<file path="src/rtl/fp_div_pkg.sv">
// Shared definitions for the sequential FP32 divide scheduler: bias, quiet NaN,
// flag bit positions, FSM state encoding, iteration count and the FP32 layout.
package fp_div_pkg;

    localparam int unsigned EXP_BIAS = 127;
    localparam logic [31:0] QNAN     = 32'h7FC0_0000;

    // Bit positions inside the 4-bit {nv, dz, of, uf} flag vector
    localparam int unsigned FLAG_NV  = 3;
    localparam int unsigned FLAG_DZ  = 2;
    localparam int unsigned FLAG_OF  = 1;
    localparam int unsigned FLAG_UF  = 0;

    // Quotient bits produced by the restoring divider (integer bit + 23 frac + G + 1)
    localparam int unsigned ITER_CNT = 26;

    typedef enum logic [2:0] {
        ST_IDLE,
        ST_UNPACK,
        ST_ITER,
        ST_NORM,
        ST_DONE
    } state_e;

    typedef struct packed {
        logic        sign;
        logic [7:0]  exp;
        logic [22:0] frac;
    } fp32_t;

endpackage

</file>
<file path="src/rtl/fp_div_sched_if.sv">
// Request/response bundle of the shared FP divider.
//   master : requester side (drives operands and rsp_ready)
//   slave  : divider side (drives req_ready and the response)
interface fp_div_sched_if #(
    parameter int unsigned NREQ = 4
);
    localparam int unsigned ID_W = $clog2(NREQ);

    logic [NREQ-1:0]    req_valid;
    logic [NREQ-1:0]    req_ready;
    logic [NREQ*32-1:0] req_a;
    logic [NREQ*32-1:0] req_b;
    logic               rsp_valid;
    logic               rsp_ready;
    logic [ID_W-1:0]    rsp_id;
    logic [31:0]        rsp_result;
    logic [3:0]         rsp_flags;

    modport master (
        output req_valid, req_a, req_b, rsp_ready,
        input  req_ready, rsp_valid, rsp_id, rsp_result, rsp_flags
    );

    modport slave (
        input  req_valid, req_a, req_b, rsp_ready,
        output req_ready, rsp_valid, rsp_id, rsp_result, rsp_flags
    );

endinterface

</file>
<file path="src/rtl/fp_div_rr_arbiter.sv">
// Combinational round-robin pick: first valid index at or after ptr_i, wrapping.
//   valid_i   : request vector
//   ptr_i     : highest-priority index
//   grant_c_o : one-hot grant (zero when nothing valid)
//   idx_c_o   : index of the granted requester
//   any_c_o   : at least one request valid
module fp_div_rr_arbiter #(
    parameter int unsigned NREQ = 4
) (
    input  logic [NREQ-1:0]         valid_i,
    input  logic [$clog2(NREQ)-1:0] ptr_i,
    output logic [NREQ-1:0]         grant_c_o,
    output logic [$clog2(NREQ)-1:0] idx_c_o,
    output logic                    any_c_o
);
    localparam int unsigned ID_W = $clog2(NREQ);

    logic [ID_W-1:0] cand;

    // Scan NREQ positions starting at the pointer; modulo keeps non-power-of-two NREQ legal
    always_comb begin
        grant_c_o = '0;
        idx_c_o   = '0;
        any_c_o   = 1'b0;
        cand      = '0;
        for (int unsigned k = 0; k < NREQ; k++) begin
            cand = ID_W'((32'(ptr_i) + k) % NREQ);
            if (!any_c_o && valid_i[cand]) begin
                any_c_o         = 1'b1;
                idx_c_o         = cand;
                grant_c_o[cand] = 1'b1;
            end
        end
    end

endmodule

</file>
<file path="src/rtl/fp_div_sched.sv">
// Shared sequential FP32 divider (A/B) serving NREQ requesters round-robin.
// One quotient bit per cycle from a restoring mantissa divider; result returned
// with the owner's ID over a valid/ready channel.
//   clk, rst_n : clock, asynchronous active-low reset
//   bus        : fp_div_sched_if.slave (requests in, req_ready/response out)
//   busy       : high whenever the FSM is not IDLE
// Build option: define FPDIV_RNE_EN for round-to-nearest-even; default truncates.
module fp_div_sched
    import fp_div_pkg::*;
#(
    parameter int unsigned NREQ = 4
) (
    input  logic           clk,
    input  logic           rst_n,
    fp_div_sched_if.slave  bus,
    output logic           busy
);
    localparam int unsigned ID_W = $clog2(NREQ);

    state_e            state_q, state_d;
    logic [ID_W-1:0]   ptr_q, ptr_d, id_q, id_d, rsp_id_q, rsp_id_d;
    fp32_t             a_q, a_d, b_q, b_d;
    logic [24:0]       rem_q, rem_d;
    logic [23:0]       div_q, div_d;
    logic [25:0]       quo_q, quo_d;
    logic signed [9:0] exp_q, exp_d;
    logic [4:0]        cnt_q, cnt_d;
    logic              special_q, special_d;
    logic [31:0]       res_q, res_d;
    logic [3:0]        flg_q, flg_d;
    logic              rsp_valid_q, rsp_valid_d;
    logic              busy_q;

    logic [NREQ-1:0]   gnt_oh;
    logic [ID_W-1:0]   gnt_idx;
    logic              gnt_any;

    fp_div_rr_arbiter #(.NREQ(NREQ)) u_arb (
        .valid_i   (bus.req_valid),
        .ptr_i     (ptr_q),
        .grant_c_o (gnt_oh),
        .idx_c_o   (gnt_idx),
        .any_c_o   (gnt_any)
    );

    // Grants only offered in IDLE and never while reset is asserted
    assign bus.req_ready  = (state_q == ST_IDLE && rst_n) ? gnt_oh : '0;
    assign bus.rsp_valid  = rsp_valid_q;
    assign bus.rsp_id     = rsp_id_q;
    assign bus.rsp_result = res_q;
    assign bus.rsp_flags  = flg_q;
    assign busy           = busy_q;

    // Operand classification on the latched operands (exponent 0 counts as zero)
    logic a_zero, b_zero, a_inf, b_inf, any_nan, sign_c;
    assign a_zero  = (a_q.exp == 8'd0);
    assign b_zero  = (b_q.exp == 8'd0);
    assign a_inf   = (a_q.exp == 8'hFF) && (a_q.frac == '0);
    assign b_inf   = (b_q.exp == 8'hFF) && (b_q.frac == '0);
    assign any_nan = ((a_q.exp == 8'hFF) && (a_q.frac != '0)) ||
                     ((b_q.exp == 8'hFF) && (b_q.frac != '0));
    assign sign_c  = a_q.sign ^ b_q.sign;

    // Restoring step: subtract when the partial remainder covers the divisor
    logic        qbit;
    logic [24:0] rem_sub;
    assign qbit    = (rem_q >= {1'b0, div_q});
    assign rem_sub = qbit ? (rem_q - {1'b0, div_q}) : rem_q;

    // Normalisation, optional rounding and range checks
    logic signed [9:0] e_n;
    logic [22:0]       frac_n;
    logic [31:0]       norm_res;
    logic [3:0]        norm_flg;
`ifdef FPDIV_RNE_EN
    logic              g_n, rs_n;
    logic [23:0]       frac_r;
`endif

    always_comb begin
        e_n    = quo_q[25] ? exp_q : (exp_q - 10'sd1);
        frac_n = quo_q[25] ? quo_q[24:2] : quo_q[23:1];
`ifdef FPDIV_RNE_EN
        g_n    = quo_q[25] ? quo_q[1] : quo_q[0];
        rs_n   = (quo_q[25] & quo_q[0]) | (rem_q != '0);
        frac_r = {1'b0, frac_n} + 24'(g_n & (rs_n | frac_n[0]));
        frac_n = frac_r[22:0];
        // Carry out of the fraction bumps the exponent before the overflow check
        if (frac_r[23]) begin
            e_n = e_n + 10'sd1;
        end
`endif
        norm_res = {sign_c, e_n[7:0], frac_n};
        norm_flg = '0;
        if (e_n >= 10'sd255) begin
            norm_res          = {sign_c, 8'hFF, 23'd0};
            norm_flg[FLAG_OF] = 1'b1;
        end else if (e_n <= 10'sd0) begin
            norm_res          = {sign_c, 31'd0};
            norm_flg[FLAG_UF] = 1'b1;
        end
    end

    // Next-state and datapath control
    always_comb begin
        state_d     = state_q;
        ptr_d       = ptr_q;
        id_d        = id_q;
        rsp_id_d    = rsp_id_q;
        a_d         = a_q;
        b_d         = b_q;
        rem_d       = rem_q;
        div_d       = div_q;
        quo_d       = quo_q;
        exp_d       = exp_q;
        cnt_d       = cnt_q;
        special_d   = special_q;
        res_d       = res_q;
        flg_d       = flg_q;
        rsp_valid_d = rsp_valid_q;

        case (state_q)
            ST_IDLE: begin
                if (gnt_any) begin
                    a_d     = bus.req_a[32*32'(gnt_idx) +: 32];
                    b_d     = bus.req_b[32*32'(gnt_idx) +: 32];
                    id_d    = gnt_idx;
                    ptr_d   = ID_W'((32'(gnt_idx) + 32'd1) % NREQ);
                    state_d = ST_UNPACK;
                end
            end
            ST_UNPACK: begin
                special_d = 1'b1;
                flg_d     = '0;
                if (any_nan || (a_zero && b_zero) || (a_inf && b_inf)) begin
                    res_d          = QNAN;
                    flg_d[FLAG_NV] = 1'b1;
                end else if (a_inf) begin
                    res_d = {sign_c, 8'hFF, 23'd0};
                end else if (b_zero) begin
                    res_d          = {sign_c, 8'hFF, 23'd0};
                    flg_d[FLAG_DZ] = 1'b1;
                end else if (a_zero || b_inf) begin
                    res_d = {sign_c, 31'd0};
                end else begin
                    special_d = 1'b0;
                    rem_d     = {2'b01, a_q.frac};
                    div_d     = {1'b1, b_q.frac};
                    quo_d     = '0;
                    cnt_d     = '0;
                    exp_d     = $signed(10'(a_q.exp) - 10'(b_q.exp) + 10'(EXP_BIAS));
                end
                state_d = special_d ? ST_NORM : ST_ITER;
            end
            ST_ITER: begin
                rem_d = {rem_sub[23:0], 1'b0};
                quo_d = {quo_q[24:0], qbit};
                cnt_d = cnt_q + 5'd1;
                if (cnt_q == 5'(ITER_CNT - 1)) begin
                    state_d = ST_NORM;
                end
            end
            ST_NORM: begin
                if (!special_q) begin
                    res_d = norm_res;
                    flg_d = norm_flg;
                end
                rsp_id_d    = id_q;
                rsp_valid_d = 1'b1;
                state_d     = ST_DONE;
            end
            ST_DONE: begin
                if (bus.rsp_ready) begin
                    rsp_valid_d = 1'b0;
                    state_d     = ST_IDLE;
                end
            end
            default: state_d = ST_IDLE;
        endcase
    end

    // State and datapath registers
    always_ff @(posedge clk or negedge rst_n) begin
        if (!rst_n) begin
            state_q     <= ST_IDLE;
            ptr_q       <= '0;
            id_q        <= '0;
            rsp_id_q    <= '0;
            a_q         <= '0;
            b_q         <= '0;
            rem_q       <= '0;
            div_q       <= '0;
            quo_q       <= '0;
            exp_q       <= '0;
            cnt_q       <= '0;
            special_q   <= 1'b0;
            res_q       <= '0;
            flg_q       <= '0;
            rsp_valid_q <= 1'b0;
            busy_q      <= 1'b0;
        end else begin
            state_q     <= state_d;
            ptr_q       <= ptr_d;
            id_q        <= id_d;
            rsp_id_q    <= rsp_id_d;
            a_q         <= a_d;
            b_q         <= b_d;
            rem_q       <= rem_d;
            div_q       <= div_d;
            quo_q       <= quo_d;
            exp_q       <= exp_d;
            cnt_q       <= cnt_d;
            special_q   <= special_d;
            res_q       <= res_d;
            flg_q       <= flg_d;
            rsp_valid_q <= rsp_valid_d;
            busy_q      <= (state_d != ST_IDLE);
        end
    end

endmodule

</file>
<file path="src/flat_wrapper.sv">
// flat-port wrapper written by rule: the top's interface ports become plain ports
module fp_div_sched_flat import fp_div_pkg::*;
#(
    parameter int unsigned NREQ = 4
)
  (clk, rst_n, busy, bus_req_valid, bus_req_a, bus_req_b, bus_rsp_ready, bus_req_ready, bus_rsp_valid, bus_rsp_id, bus_rsp_result, bus_rsp_flags);
  fp_div_sched_if #(.NREQ(NREQ)) bus_i ();
  input  logic clk;
  input  logic rst_n;
  output logic busy;
  input wire logic [$bits(bus_i.req_valid)-1:0] bus_req_valid;
  input wire logic [$bits(bus_i.req_a)-1:0] bus_req_a;
  input wire logic [$bits(bus_i.req_b)-1:0] bus_req_b;
  input wire logic [$bits(bus_i.rsp_ready)-1:0] bus_rsp_ready;
  output wire logic [$bits(bus_i.req_ready)-1:0] bus_req_ready;
  output wire logic [$bits(bus_i.rsp_valid)-1:0] bus_rsp_valid;
  output wire logic [$bits(bus_i.rsp_id)-1:0] bus_rsp_id;
  output wire logic [$bits(bus_i.rsp_result)-1:0] bus_rsp_result;
  output wire logic [$bits(bus_i.rsp_flags)-1:0] bus_rsp_flags;
  assign bus_i.req_valid = bus_req_valid;
  assign bus_i.req_a = bus_req_a;
  assign bus_i.req_b = bus_req_b;
  assign bus_i.rsp_ready = bus_rsp_ready;
  assign bus_req_ready = bus_i.req_ready;
  assign bus_rsp_valid = bus_i.rsp_valid;
  assign bus_rsp_id = bus_i.rsp_id;
  assign bus_rsp_result = bus_i.rsp_result;
  assign bus_rsp_flags = bus_i.rsp_flags;
  fp_div_sched #(.NREQ(NREQ)) u_core (.clk(clk), .rst_n(rst_n), .bus(bus_i), .busy(busy));
endmodule
</file>
<file path="config.mk">
export PLATFORM = sky130hd
export DESIGN_NAME = fp_div_sched_flat
export DESIGN_NICKNAME = d
export VERILOG_FILES = /design/src/rtl/fp_div_pkg.sv /design/src/rtl/fp_div_sched_if.sv /design/src/rtl/fp_div_rr_arbiter.sv /design/src/rtl/fp_div_sched.sv /design/src/flat_wrapper.sv
export SDC_FILE = /design/constraint.sdc
export NUM_CORES = 1
export LEC_CHECK = 0
export BUFFER_PORTS_ARGS = -buffer_cell sky130_fd_sc_hd__buf_2
export CORE_UTILIZATION = 50
export DETAILED_ROUTE_END_ITERATION = 8
export PLACE_DENSITY = 0.77
export SLEW_MARGIN = 30
export SYNTH_ARGS = -nofsm -noshare
export SYNTH_HDL_FRONTEND = slang
export SYNTH_SLANG_ARGS = --single-unit
</file>
<file path="constraint.sdc">
create_clock -name clk -period 3.9 [get_ports clk]
set_input_delay 0.195 -clock clk [delete_from_list [all_inputs] [get_ports clk]]
set_output_delay 0.195 -clock clk [all_outputs]
set_load 0.02 [all_outputs]
</file>
* Yosys cells after proc, flatten, opt, wreduce, memory -nomap -nowiden
Cells that the tools add are included.
Storage, ports and cells: ROM bits 0, memories kept 0, bits in writable memories 0, bits in registers 202, word-level logic and storage cells 178, bits in latches 0
Cells by class: eq/ne operators 14, shift-type cells 2, reductions and logical operators 38, div/mod/pow operators 0, magnitude comparators 11, multiply operators 0, bitwise gates (word level) 8, add/subtract/negate cells 9, mux-type cells 76
Operator list (count):
- $shiftx 128x8->32 | 2
- $mux 32 | 5
- $mux 26 | 4
- $mux 25 | 4
- $pmux 32 s2 | 1
- $mux 31 | 2
- $pmux 26 s2 | 1
- $pmux 25 s2 | 1
- $logic_not 23->1 | 2
- $reduce_bool 23->1 | 2
- $mux 1 | 26
- $ge 25x24->1 | 1
- $mux 24 | 1
- $mux 4 | 6
- $sub 24x24->24 | 1
- $mux 23 | 1
- $mux 5 | 4
- $eq 8x8->1 const B | 2
- $logic_not 8->1 | 2
- $pmux 3 s5 | 1
- $logic_and 1x1->1 | 14
- $lt 2x3->1 const B | 4
- $ne 2x2->1 const B | 6
- $or 4x4->4 | 3
- other kinds (32) | 62

* Longest topological paths before layout
Gate-level depths: netlist of run 1.
word-level depth 15, gate-level depth with buffers 16, gate-level depth less buffers 13

* Cells and area by module
A second synthesis of run 1 with hierarchy kept.
Second synthesis, totals: cell total of the unflattened synthesis 1309, area total of the unflattened synthesis 12504.5 sq um
By module, submodules not included:
- fp_div_sched | area an instance 12085.3 sq um, cells each 1264, times used 1
- fp_div_rr_arbiter | area an instance 419.2 sq um, cells each 45, times used 1

* Least setup slack after synthesis of run 1
Ideal clock, no wire load.
path kind register to register, start register u_core.ptr_q[0], end register u_core.b_q[0] (netlist name), cell stages (with the launch flop) 17, setup time 0.077 ns, required time 3.823 ns, arrival time 3.683 ns, slack 0.141 ns, clock period less this slack 3.759 ns, cells stage by stage dfrtp_1 -> buf_2 -> inv_1 -> clkbuf_1 -> clkbuf_1 -> ha_1 -> mux4_2 -> buf_2 -> a21oi_4 -> nor2_2 -> mux2_2 -> buf_4 -> buf_6 -> buf_6 -> mux2i_1 -> mux2_2 -> o21ai_1
Between the ends: longest elaborated chain between the ends 13, elaborated cells on any way between the ends 27
Ends and longest elaborated chain:
- start, declared | line fp_div_sched.sv:21 | logic [ID_W-1:0] ptr_q, ptr_d, id_q, id_d, rsp_id_q, rsp_id_d;
- start signal, assigned | line fp_div_sched.sv:203 | ptr_q <= ptr_d;
- parallel branches: the longest is 13 deep, another holds $add 2x1->2
- end signal, assigned | line fp_div_sched.sv:190 | b_q <= '0;
- end signal, assigned | line fp_div_sched.sv:207 | b_q <= b_d;
- end, declared | line fp_div_sched.sv:22 | fp32_t a_q, a_d, b_q, b_d;
Parallel ways; which one is timed is not known. The select of a mux whose other input is x is not followed. A chain may end at the register's enable or synchronous reset.

* Worst setup path in the final report of run 1
start register u_core.ptr_q[1], end output bus_req_ready[0]
Between the ends: longest elaborated chain between the ends 13, elaborated cells on any way between the ends 48
Ends and longest elaborated chain:
- parallel branches: the longest is 11 deep, another holds $lt 2x3->1
- $mux 4 (*) | line fp_div_rr_arbiter.sv:28 | if (!any_c_o && valid_i[cand]) begin
- $mux 4 (*) | line fp_div_sched.sv:47 | assign bus.req_ready = (state_q == ST_IDLE && rst_n) ? gnt_oh : '0;
- end, declared | line flat_wrapper.sv:15 | output wire logic [$bits(bus_i.req_ready)-1:0] bus_req_ready;
Mark *: on every way between the ends. The select of a mux whose other input is x is not followed.

==> impl_metrics.sql, run 1 <==
INSERT INTO impl_metrics (metric_group, metric, value, unit) VALUES
('die', 'design.core.area', '27200', 'um2'),
('die', 'start_util', '51.3', '%'),
('place', 'gp_congestion', '0.919', ''),
('clocking', 'worst_skew_pair.late_latency', '0.52', 'ns'),
('route', 'via_per_inst', '5.89', ''),
('synth', 'synth_cell_types', '65', ''),
('clocking', 'cts.root.buffer_cell', 'clkbuf_16', ''),
('critical_path', 'critPathMaxStageDelay', '0.68', 'ns'),
('synth', 'synthDominantCellAreaShare', '36.2', '%'),
('timing', 'final.setup.tns', '0', 'ns'),
('clocking', 'cts.htree.levels', '1', ''),
('layout', 'layout.cells.most_common', 'buf_2', ''),
('global_route', 'grt_first_pass_wirelength', '63.7', 'mm'),
('route', 'post_drt_wl_per_cell', '17.6', 'um'),
('job', 'drv_cap', '0', ''),
('synth', 'synth_area_leader_cell', 'dfrtp_1', ''),
('route', 'antenna_violating_nets_post_route', '0', ''),
('synth', 'synth_area', '13900', 'um2'),
('critical_path', 'timing.critical_path.slowest_stage_cell', 'mux4_2', ''),
('synth', 'asyncSetResetFlopFracSynth', '100', '%'),
('timing', 'final_min_period_over_clock_period', '93.1', '%'),
('synth', 'synth.avg_cell_area', '8.63', 'um2'),
('critical_path', 'path_cells', 'inv_1, ha_1, mux4_2, nor2_4, buf_12, a221o_1, o21ai_0, a21oi_1, buf_2', ''),
('power_and_ir_drop', 'power.density', '1020', 'nW/um2'),
('timing', 'layout_skew', '0.0133', 'ns'),
('synth', 'ys_warn_count', '0', ''),
('synth', 'synth_nets', '1924', ''),
('route', 'dr.first_iter.drc_count', '866', ''),
('timing', 'max_slew.worst_pin.slew', '0.874', 'ns'),
('synth', 'number_of_flip_flops_and_latches_in_the_synthesized_netlist', '202', ''),
('timing', 'setup_repair_after_global_routing_missed_its_margin', 'no', ''),
('die', 'chipHeight', '169', 'um'),
('layout', 'leading_cell_types_in_the_layout_fill_and_taps_excluded', 'buf_2 (305), nand2_1 (215), dfrtp_1 (201)', ''),
('clocking', 'cts_made_buffers', '24', ''),
('timing', 'timing_max_transition_violations_final', '0', ''),
('global_route', 'number_of_global_route_vias_before_repair', '12638', ''),
('global_route', 'grtUsageTotal', '27.5', '%'),
('synth', 'synth_edf_count', '0', ''),
('die', 'pin_count', '307', ''),
('timing', 'timing.max_slew.rel_slack', '41.8', '%'),
('route', 'vias', '13221', ''),
('die', 'die_area', '28600', 'um2'),
('die', 'num_rows', '60', ''),
('synth', 'ys_flop_type', 'dfrtp_1', ''),
('clocking', 'clock_tree_from_tritoncts', 'done', ''),
('place', 'numPortBuffers', '306', ''),
('critical_path', 'timing.critical_path.to_type', 'primary output', ''),
('layout', 'total_nets_final', '2161', ''),
('critical_path', 'worst-endpoint-required', '3.70', 'ns'),
('place', 'dp_hpwl', '28.8', 'mm'),
('layout', 'share_of_layout_cells_above_drive_strength_1', '23.8', '%'),
('timing', 'clock.fmax', '0.275', 'GHz'),
('critical_path', 'critical_path.top_delay_family', 'multiplexers', ''),
('synth', 'post_synth_inst_count', '1616', ''),
('global_route', 'initial_antenna_violation_count', '3', ''),
('route', 'drc', '0', ''),
('route', 'routed_wl', '39.4', 'mm'),
('critical_path', 'path_max_fanout', '48', ''),
('power_and_ir_drop', 'vdd_drop_max', '1010', 'uV'),
('critical_path', 'worst-setup-path-type', 'flop to primary output', ''),
('clocking', 'cts-root-to-sink-buffers', '3', ''),
('timing', 'fin_hold_ws', '0.0206', 'ns'),
('synth', 'synth.yosys.seq_area_share', '36.2', '%'),
('global_route', 'globalRoute.totalOverflow', '0', ''),
('critical_path', 'cp_startpoint_kind', 'flop', ''),
('timing', 'hold_viol', '0', ''),
('timing', 'final-setup-viol-count', '0', ''),
('clocking', 'numClockSinks', '202', ''),
('global_route', 'grt_start_max_net_pins', '151', ''),
('worst_hold_path', 'hold_path_class', 'primary input to flop', ''),
('power_and_ir_drop', 'leakagePower', '7.62', 'nW'),
('route', 'firstDrtPassIters', '5', ''),
('die', 'dieWidth', '169', 'um'),
('critical_path', 'cp_data_arrival_time', '3.44', 'ns'),
('synth', 'yosys-top-cells-area', 'dfrtp_1 (36%), mux2i_1 (9.0%), nand2_1 (5.8%), o21ai_0 (5.4%), ha_1 (3.9%)', ''),
('timing', 'final.min_clock_period', '3.63', 'ns'),
('clocking', 'path_clk_slew', '0.06', 'ns'),
('outcome', 'status', 'completed', ''),
('layout', 'syn_to_final_growth', '18.8', '%'),
('critical_path', 'critical_path_buf_inv_count', '3', '');
worst paths after layout:
kind                                               from                      endpoint  slack [ns]  cells after the start
setup / recovery            u_core.ptr_q[1]$_DFFE_PN0P_              bus_req_ready[0]        0.27                      9
hold / removal                            bus_rsp_ready   u_core.state_q[2]$_DFF_PN0_        0.02                      3
setup reg to reg            u_core.ptr_q[1]$_DFFE_PN0P_    u_core.a_q[16]$_DFFE_PN0P_        0.28                      9
hold reg to reg            u_core.div_q[23]$_DFFE_PN0P_  u_core.div_q[23]$_DFFE_PN0P_        0.46                      2
max in group asynchronous                         rst_n     u_core.b_q[2]$_DFFE_PN0P_        2.44                      3
min in group asynchronous                         rst_n  u_core.div_q[11]$_DFFE_PN0P_        0.22                      2
power breakdown:
group	leakage, nW	internal (W)	switching (W)	total (W)
Sequential	2.57	0.00295	0.000843	0.00380
Combinational	4.66	0.00450	0.00628	0.0108
Clock	0.387	0.00135	0.000892	0.00224
through the flow:
stage / instances / utilization [%] / worst slack (ns) / power [W] / cell area [um2]
floorplan: 1616 / - / 0.141 / 0.0120 / 13900
global placement: 2198 / 58.0 / 0.511 / 0.0142 / 15700
detailed placement: 2198 / 58.0 / 0.305 / 0.0145 / 15700
CTS: 2242 / 60.9 / 0.289 / 0.0168 / 16600
global route: 2243 / 61.0 / 0.126 / 0.0182 / 16600
finish: 2244 / 61.0 / 0.269 / 0.0168 / 16600
timing repair:
item | 4_1_cts | 5_1_grt
resized for setup | 0 | 0
hold buffers | 1 | 0
hold endpoints to repair | 52 | 0
buffers inserted | 0 | 0
kinds of logic (layout without fill, tap and decap cells):
kind of cell	Yosys count	after routing	share of synthesized area (%)
and+or+nand+nor	553	553	19.3
AOI/OAI and AO/OA	422	422	19.1
DFF	202	202	36.2
muxes	176	176	13.4
buffers and inverters	176	430	5.24
adders and majority gates	45	45	4.14
xor gates and xnor gates	42	42	2.64
other	0	2	0
worst reg2reg max path, cell delays in order, from the launching register on:
cell	delay (ns)
dfrtp_1	0.50
inv_1	0.17
ha_1	0.41
mux4_2	0.68
o21ai_4	0.18
mux2_4	0.48
buf_4	0.49
mux2i_1	0.16
mux2_2	0.29
o21ai_0	0.17
Yosys cell counts (7+ instances only):
cell type and count:
or3_1 26, nand2_1 215, nor3_1 101, buf_4 7
a31oi_1 28, xnor2_1 23, buf_2 11, o31ai_1 25
xor2_1 19, a211oi_1 25, clkbuf_1 93, nand2b_1 8
nand4_1 15, dfrtp_1 202, o21ai_1 31, o21ai_0 151
buf_1 8, a21oi_1 42, mux2_2 47, inv_1 53
a22oi_1 19, nand3b_1 45, mux2i_1 125, o311ai_0 22
o21a_1 8, nor4_1 18, a21o_1 32, nor2_1 58
ha_1 43, nand3_1 39
per-layer routing:
| metal | part of all wire [%] | GRT usage (%) | routed length [um] | up-vias |
|---|---|---|---|---|
| li1 | - | - | - | 6368 |
| met3 | 6.6 | 4.26 | 2610 | 79 |
| met1 | 43 | 37.2 | 17000 | 6258 |
| met5 | 0.043 | 0 | 17 | - |
| met2 | 46 | 44.5 | 18300 | 514 |
| met4 | 3.7 | 10.3 | 1450 | 2 |
flip-flops by register name (all words and copies together), names as in the netlist, 2 cells and up:
name	count
u_core.rem_q	25
u_core.a_q	32
u_core.id_q	2
u_core.cnt_q	5
u_core.bus.rsp_id	2
u_core.b_q	32
u_core.state_q	3
u_core.bus.rsp_flags	4
u_core.bus.rsp_result	32
u_core.ptr_q	2
u_core.quo_q	26
u_core.exp_q	10
u_core.div_q	24
final cells by class:
type	count	area, um2
antenna	2	5.00
clock buffer	29	661
clock inverter	14	141
fill	2350	10600
inverter	53	199
multi-input combinational	1238	8230
sequential	202	5060
tap	372	465
timing repair buffer	334	1820
Note: power is estimated with default switching activity, not from simulation.
==> run 2, diff against run 1 <==
--- a/config.mk
+++ b/config.mk
@@ -8,6 +8,7 @@
 export BUFFER_PORTS_ARGS = -buffer_cell sky130_fd_sc_hd__buf_2
 export CORE_UTILIZATION = 50
 export DETAILED_ROUTE_END_ITERATION = 8
+export HOLD_SLACK_MARGIN = 0.05
 export PLACE_DENSITY = 0.77
 export SLEW_MARGIN = 30
 export SYNTH_ARGS = -nofsm -noshare
==> impl_metrics.sql, run 2 (synthesized netlist as in run 1, its figures left out) <==
INSERT INTO impl_metrics (metric_group, metric, value, unit) VALUES
('power_and_ir_drop', 'internal_power', '0.00880', 'W'),
('place', 'postPlaceCellArea', '15700', 'um2'),
('die', 'die_area', '28600', 'um2'),
('die', 'num_rows', '60', ''),
('route', 'antenna_violating_nets_post_route', '0', ''),
('timing', 'clock.fmax', '0.275', 'GHz'),
('layout', 'syn_to_final_growth', '18.9', '%'),
('critical_path', 'cp_startpoint_kind', 'flop', ''),
('power_and_ir_drop', 'comb_power_share', '64.1', '%'),
('clocking', 'cts.htree.levels', '1', ''),
('die', 'chipHeight', '169', 'um'),
('clocking', 'cts.root.buffer_cell', 'clkbuf_16', ''),
('clocking', 'cts-root-to-sink-buffers', '3', ''),
('worst_hold_path', 'min_path_cells', '4', ''),
('route', 'post_drt_wl_per_cell', '17.6', 'um'),
('power_and_ir_drop', 'switchingPower', '0.00803', 'W'),
('die', 'start_util', '51.3', '%'),
('die', 'design.core.area', '27200', 'um2'),
('place', 'numPortBuffers', '306', ''),
('clocking', 'path_clk_slew', '0.06', 'ns'),
('global_route', 'grtUsageTotal', '27.5', '%'),
('global_route', 'globalRoute.totalOverflow', '0', ''),
('route', 'vias', '13283', ''),
('critical_path', 'timing.critical_path.to_type', 'primary output', ''),
('die', 'pin_count', '307', ''),
('layout', 'fillCellCount', '2348', ''),
('job', 'drv_cap', '0', ''),
('clocking', 'postCtsSetupBuffers', '0', ''),
('route', 'drc', '0', ''),
('route', 'via_per_inst', '5.92', ''),
('global_route', 'grt_start_max_net_pins', '151', ''),
('layout', 'leading_cell_types_in_the_layout_fill_and_taps_excluded', 'buf_2 (305), nand2_1 (215), dfrtp_1 (201)', ''),
('power_and_ir_drop', 'vdd_drop_max', '1010', 'uV'),
('worst_hold_path', 'critical_hold_path_startpoint', 'bus_req_a[17]', ''),
('power_and_ir_drop', 'power.density', '1020', 'nW/um2'),
('global_route', 'number_of_global_route_vias_before_repair', '12644', ''),
('timing', 'layout_skew', '0.0131', 'ns'),
('place', 'gp_congestion', '0.919', ''),
('outcome', 'status', 'completed', ''),
('clocking', 'worst_skew_pair.late_latency', '0.52', 'ns'),
('route', 'routed_wl', '39.5', 'mm'),
('critical_path', 'reg2reg_to', 'u_core.a_q[16]$_DFFE_PN0P_', ''),
('power_and_ir_drop', 'netSwitchingFraction', '47.7', '%'),
('worst_hold_path', 'hold_path_class', 'primary input to flop', ''),
('layout', 'total_nets_final', '2162', ''),
('power_and_ir_drop', 'leakagePower', '7.62', 'nW'),
('clocking', 'cts_made_buffers', '24', ''),
('critical_path', 'cp_data_arrival_time', '3.44', 'ns'),
('critical_path', 'worst-r2r-setup-slack', '0.28', 'ns'),
('critical_path', 'worst-setup-path-type', 'flop to primary output', ''),
('die', 'dieWidth', '169', 'um'),
('timing', 'max_slew.worst_pin.slew', '0.905', 'ns'),
('clocking', 'clock_tree_from_tritoncts', 'done', ''),
('timing', 'final.setup.tns', '0', 'ns'),
('power_and_ir_drop', 'clockPowerShare', '13.3', '%'),
('timing', 'timing.max_slew.rel_slack', '39.7', '%'),
('timing', 'final_min_period_over_clock_period', '93.1', '%'),
('global_route', 'initial_antenna_violation_count', '3', ''),
('layout', 'layout.cells.most_common', 'buf_2', ''),
('timing', 'setup_repair_after_global_routing_missed_its_margin', 'no', ''),
('critical_path', 'worstRegToRegCells', '9', ''),
('clocking', 'cts-hold-fix-buffers', '2', ''),
('timing', 'timing_max_transition_violations_final', '0', ''),
('clocking', 'post_cts_resized', '0', ''),
('route', 'dr.first_iter.drc_count', '816', ''),
('timing', 'final.min_clock_period', '3.63', 'ns'),
('timing', 'hold_viol', '0', ''),
('critical_path', 'path_max_fanout', '48', ''),
('route', 'firstDrtPassIters', '5', ''),
('critical_path', 'worst-endpoint-required', '3.70', 'ns'),
('layout', 'final_cell_area', '16600', 'um2'),
('critical_path', 'worstReg2RegStart', 'u_core.ptr_q[1]$_DFFE_PN0P_', ''),
('place', 'dp_hpwl', '28.8', 'mm'),
('layout', 'share_of_layout_cells_above_drive_strength_1', '23.8', '%'),
('worst_hold_path', 'holdPathEnd', 'u_core.a_q[17]$_DFFE_PN0P_', ''),
('global_route', 'grt_first_pass_wirelength', '63.7', 'mm'),
('power_and_ir_drop', 'sequentialPowerShare', '22.6', '%'),
('clocking', 'numClockSinks', '202', ''),
('timing', 'final-setup-viol-count', '0', '');
[run 2: cell type report]
cell class	count	area (um2)	share of cell area [%]
antenna	2	5.00	0.0302
clock buffer	29	661	3.98
clock inverter	14	141	0.853
inverter	53	199	1.20
multi-input combinational	1238	8230	49.6
sequential	202	5060	30.5
tap	372	465	2.81
timing repair buffer	335	1830	11.0
[run 2: worst max-delay path, stage by stage, from the launching register on]
cell and delay [ns]:
dfrtp_1 0.50, inv_1 0.17, ha_1 0.41, mux4_2 0.68, nor2_4 0.15, buf_12 0.24
a221o_1 0.19, o21ai_0 0.09, a21oi_1 0.26, buf_2 0.22
[run 2: per-layer routing]
metal	GRT usage, %	vias up	share of wire, %
met5	0	-	0.043
met4	10.3	2	3.5
met3	4.26	76	6.4
met2	44.5	523	47
met1	37.2	6313	43
li1	-	6369	-
[run 2: power groups by stage]
stage	sequential [W]	combinational (W)	clock, W
after floorplan	0.00352	0.00847	0
after global placement	0.00378	0.0104	0
after detailed placement	0.00380	0.0107	0
after CTS	0.00378	0.0108	0.00229
after global routing	0.00388	0.0120	0.00237
final	0.00380	0.0108	0.00224
[run 2: per-stage QoR]
| step | util (%) | setup slack, ns | instances | hold WS (ns) | total power [W] |
|---|---|---|---|---|---|
| finish | 61.0 | 0.268 | 2245 | 0.121 | 0.0168 |
| detailed placement | 58.0 | 0.305 | 2198 | 0.211 | 0.0145 |
| CTS | 61.0 | 0.289 | 2243 | 0.103 | 0.0168 |
| global placement | 58.0 | 0.511 | 2198 | 0.206 | 0.0142 |
| floorplan | - | 0.141 | 1616 | -0.101 | 0.0120 |
| global route | 61.0 | 0.126 | 2244 | 0.134 | 0.0182 |
[run 2: worst max path at each step]
stage / end / from / slack, ns / depth (start not counted)
detailed placement: u_core.a_q[16]$_DFFE_PN0P_ / u_core.ptr_q[1]$_DFFE_PN0P_ / 0.30 / 9
global route: u_core.a_q[16]$_DFFE_PN0P_ / u_core.ptr_q[1]$_DFFE_PN0P_ / 0.13 / 9
finish: bus_req_ready[0] / u_core.ptr_q[1]$_DFFE_PN0P_ / 0.27 / 9
global placement: u_core.a_q[9]$_DFFE_PN0P_ / u_core.ptr_q[1]$_DFFE_PN0P_ / 0.51 / 9
CTS: u_core.a_q[16]$_DFFE_PN0P_ / u_core.ptr_q[1]$_DFFE_PN0P_ / 0.29 / 9
floorplan: u_core.b_q[0]$_DFFE_PN0P_ / u_core.ptr_q[0]$_DFFE_PN0P_ / 0.14 / 16
==> run 3, diff against run 2 <==
--- a/config.mk
+++ b/config.mk
@@ -9,7 +9,7 @@
 export CORE_UTILIZATION = 50
 export DETAILED_ROUTE_END_ITERATION = 8
 export HOLD_SLACK_MARGIN = 0.05
-export PLACE_DENSITY = 0.77
+export PLACE_DENSITY = 0.82
 export SLEW_MARGIN = 30
 export SYNTH_ARGS = -nofsm -noshare
 export SYNTH_HDL_FRONTEND = slang
==> impl_metrics.sql, run 3 (synthesized netlist as in run 1, its figures left out) <==
INSERT INTO impl_metrics (metric_group, metric, value, unit) VALUES
('route', 'via_per_inst', '6.03', ''),
('timing', 'hold_viol', '0', ''),
('die', 'design.core.area', '27200', 'um2'),
('worst_hold_path', 'min_path_cells', '4', ''),
('timing', 'max_slew.worst_pin.slew', '0.933', 'ns'),
('timing', 'timing_max_transition_violations_final', '0', ''),
('job', 'drv_cap', '0', ''),
('critical_path', 'worstRegToRegCells', '9', ''),
('clocking', 'cts-root-to-sink-buffers', '3', ''),
('place', 'gp_congestion', '0.911', ''),
('place', 'numPortBuffers', '306', ''),
('route', 'antenna_violating_nets_post_route', '0', ''),
('route', 'post_drt_wl_per_cell', '19.0', 'um'),
('layout', 'fillCellCount', '2365', ''),
('timing', 'final-setup-viol-count', '0', ''),
('layout', 'syn_to_final_growth', '19.3', '%'),
('clocking', 'cts-hold-fix-buffers', '2', ''),
('power_and_ir_drop', 'vdd_drop_max', '812', 'uV'),
('global_route', 'initial_antenna_violation_count', '7', ''),
('die', 'num_rows', '60', ''),
('timing', 'layout_skew', '0.0109', 'ns'),
('route', 'routed_wl', '42.7', 'mm'),
('layout', 'instances_no_fill', '2252', ''),
('clocking', 'numClockSinks', '202', ''),
('critical_path', 'path_cells', 'inv_1, ha_1, mux4_2, nor2_4, buf_12, a221o_1, o21ai_0, a21oi_1, buf_2', ''),
('layout', 'share_of_layout_cells_above_drive_strength_1', '24.0', '%'),
('global_route', 'grt_start_max_net_pins', '72', ''),
('layout', 'leading_cell_types_in_the_layout_fill_and_taps_excluded', 'buf_2 (305), nand2_1 (215), dfrtp_1 (201)', ''),
('layout', 'end_of_flow_core_utilization', '61.2', '%'),
('clocking', 'post_cts_resized', '0', ''),
('clocking', 'cts.htree.levels', '1', ''),
('critical_path', 'critPathMaxStageDelay', '0.67', 'ns'),
('layout', 'layout.cells.most_common', 'buf_2', ''),
('clocking', 'cts.root.buffer_cell', 'clkbuf_16', ''),
('power_and_ir_drop', 'leakagePower', '7.66', 'nW'),
('worst_hold_path', 'hold_path_class', 'primary input to flop', ''),
('timing', 'final.min_clock_period', '3.52', 'ns'),
('layout', 'total_nets_final', '2170', ''),
('clocking', 'worst_skew_pair.late_latency', '0.52', 'ns'),
('critical_path', 'worst-endpoint-required', '3.70', 'ns'),
('power_and_ir_drop', 'power.total', '0.0171', 'W'),
('outcome', 'status', 'completed', ''),
('die', 'die_area', '28600', 'um2'),
('critical_path', 'path_max_fanout', '48', ''),
('place', 'placed_cells', '2206', ''),
('critical_path', 'cp_startpoint_kind', 'flop', ''),
('global_route', 'number_of_global_route_vias_before_repair', '12825', ''),
('timing', 'final.setup.tns', '0', 'ns'),
('global_route', 'globalRoute.totalOverflow', '0', ''),
('global_route', 'grtUsageTotal', '29.6', '%'),
('die', 'chipHeight', '169', 'um'),
('critical_path', 'worst-setup-path-type', 'flop to primary output', ''),
('critical_path', 'timing.critical_path.to_type', 'primary output', ''),
('die', 'pin_count', '307', ''),
('route', 'drc', '0', ''),
('timing', 'final_min_period_over_clock_period', '90.3', '%'),
('critical_path', 'cp_data_arrival_time', '3.33', 'ns'),
('place', 'postPlaceCellArea', '15800', 'um2'),
('global_route', 'grt_first_pass_wirelength', '67.9', 'mm'),
('clocking', 'cts_made_buffers', '24', ''),
('critical_path', 'timing.critical_path.slowest_stage_cell', 'mux4_2', ''),
('timing', 'clock.fmax', '0.284', 'GHz'),
('clocking', 'path_clk_slew', '0.06', 'ns'),
('power_and_ir_drop', 'power.density', '1030', 'nW/um2'),
('timing', 'timing.max_slew.rel_slack', '37.6', '%'),
('die', 'start_util', '51.3', '%'),
('route', 'vias', '13588', ''),
('route', 'dr.first_iter.drc_count', '1108', ''),
('layout', 'final_cell_area', '16600', 'um2'),
('die', 'dieWidth', '169', 'um'),
('route', 'firstDrtPassIters', '5', ''),
('place', 'dp_hpwl', '31.2', 'mm'),
('clocking', 'clock_tree_from_tritoncts', 'done', ''),
('clocking', 'postCtsSetupBuffers', '0', ''),
('timing', 'setup_repair_after_global_routing_missed_its_margin', 'no', '');
run 3: cell count changes in the layout (fill, tap and decap cells not counted):
cell / before / now
buf_4: 22 / 28
buf_6: 0 / 2
clkbuf_1: 2 / 3
clkbuf_8: 3 / 5
clkinv_2: 5 / 4
clkinv_4: 0 / 1
clkinvlp_4: 4 / 1
diode_2: 2 / 3
inv_6: 3 / 1
nand2b_2: 0 / 1
nand2b_4: 1 / 0
o21ai_2: 0 / 1
o21ai_4: 2 / 1
run 3: worst paths after layout:
check                                              from                                   end  slack, ns
max                         u_core.ptr_q[1]$_DFFE_PN0P_                      bus_req_ready[2]       0.38
min                                       bus_req_b[21]            u_core.b_q[21]$_DFFE_PN0P_       0.12
max reg2reg                 u_core.ptr_q[1]$_DFFE_PN0P_            u_core.a_q[27]$_DFFE_PN0P_       0.47
min reg2reg                u_core.div_q[23]$_DFFE_PN0P_          u_core.div_q[23]$_DFFE_PN0P_       0.46
max in group asynchronous                         rst_n            u_core.b_q[28]$_DFFE_PN0P_       2.61
min in group asynchronous                         rst_n  u_core.bus.rsp_result[3]$_DFFE_PN0P_       0.23
run 3: per-layer routing:
| metal | up-vias | track usage (%) | part of all wire [%] |
|---|---|---|---|
| met4 | 4 | 8.46 | 2.8 |
| met3 | 85 | 4.16 | 7.7 |
| met5 | - | 0 | 0.047 |
| li1 | 6398 | - | - |
| met2 | 622 | 49.6 | 48 |
| met1 | 6479 | 39.9 | 41 |
run 3: final cells by class:
| cell class | instances | area (um2) | area share [%] |
|---|---|---|---|
| clock buffer | 32 | 692 | 4.16 |
| timing repair buffer | 343 | 1890 | 11.4 |
| sequential | 202 | 5060 | 30.4 |
| multi-input combinational | 1238 | 8210 | 49.4 |
| tap | 372 | 465 | 2.80 |
| antenna | 3 | 7.51 | 0.0451 |
| inverter | 53 | 199 | 1.20 |
| clock inverter | 9 | 105 | 0.632 |
run 3: stage by stage:
| stage | setup slack [ns] | hold WS, ns |
|---|---|---|
| floorplan | 0.141 | -0.101 |
| global placement | 0.513 | 0.238 |
| detailed placement | 0.515 | 0.243 |
| CTS | 0.381 | 0.107 |
| global route | 0.195 | 0.137 |
| finish | 0.379 | 0.123 |
run 3: worst max-delay path, delay by kind of cell, from the launching register on:
family	cells	cell delay, ns
compound gates	3	0.46
simple gates	1	0.14
flops	1	0.50
buf+inv	3	0.60
mux	1	0.67
fa+ha+maj	1	0.43
run 3: where the power goes:
group | internal, W | total (W) | switching (W) | leakage [nW]
combinational | 0.00459 | 0.0110 | 0.00644 | 4.70
sequential | 0.00295 | 0.00381 | 0.000861 | 2.57
clock | 0.00137 | 0.00227 | 0.000894 | 0.393
total | 0.00891 | 0.0171 | 0.00820 | 7.66
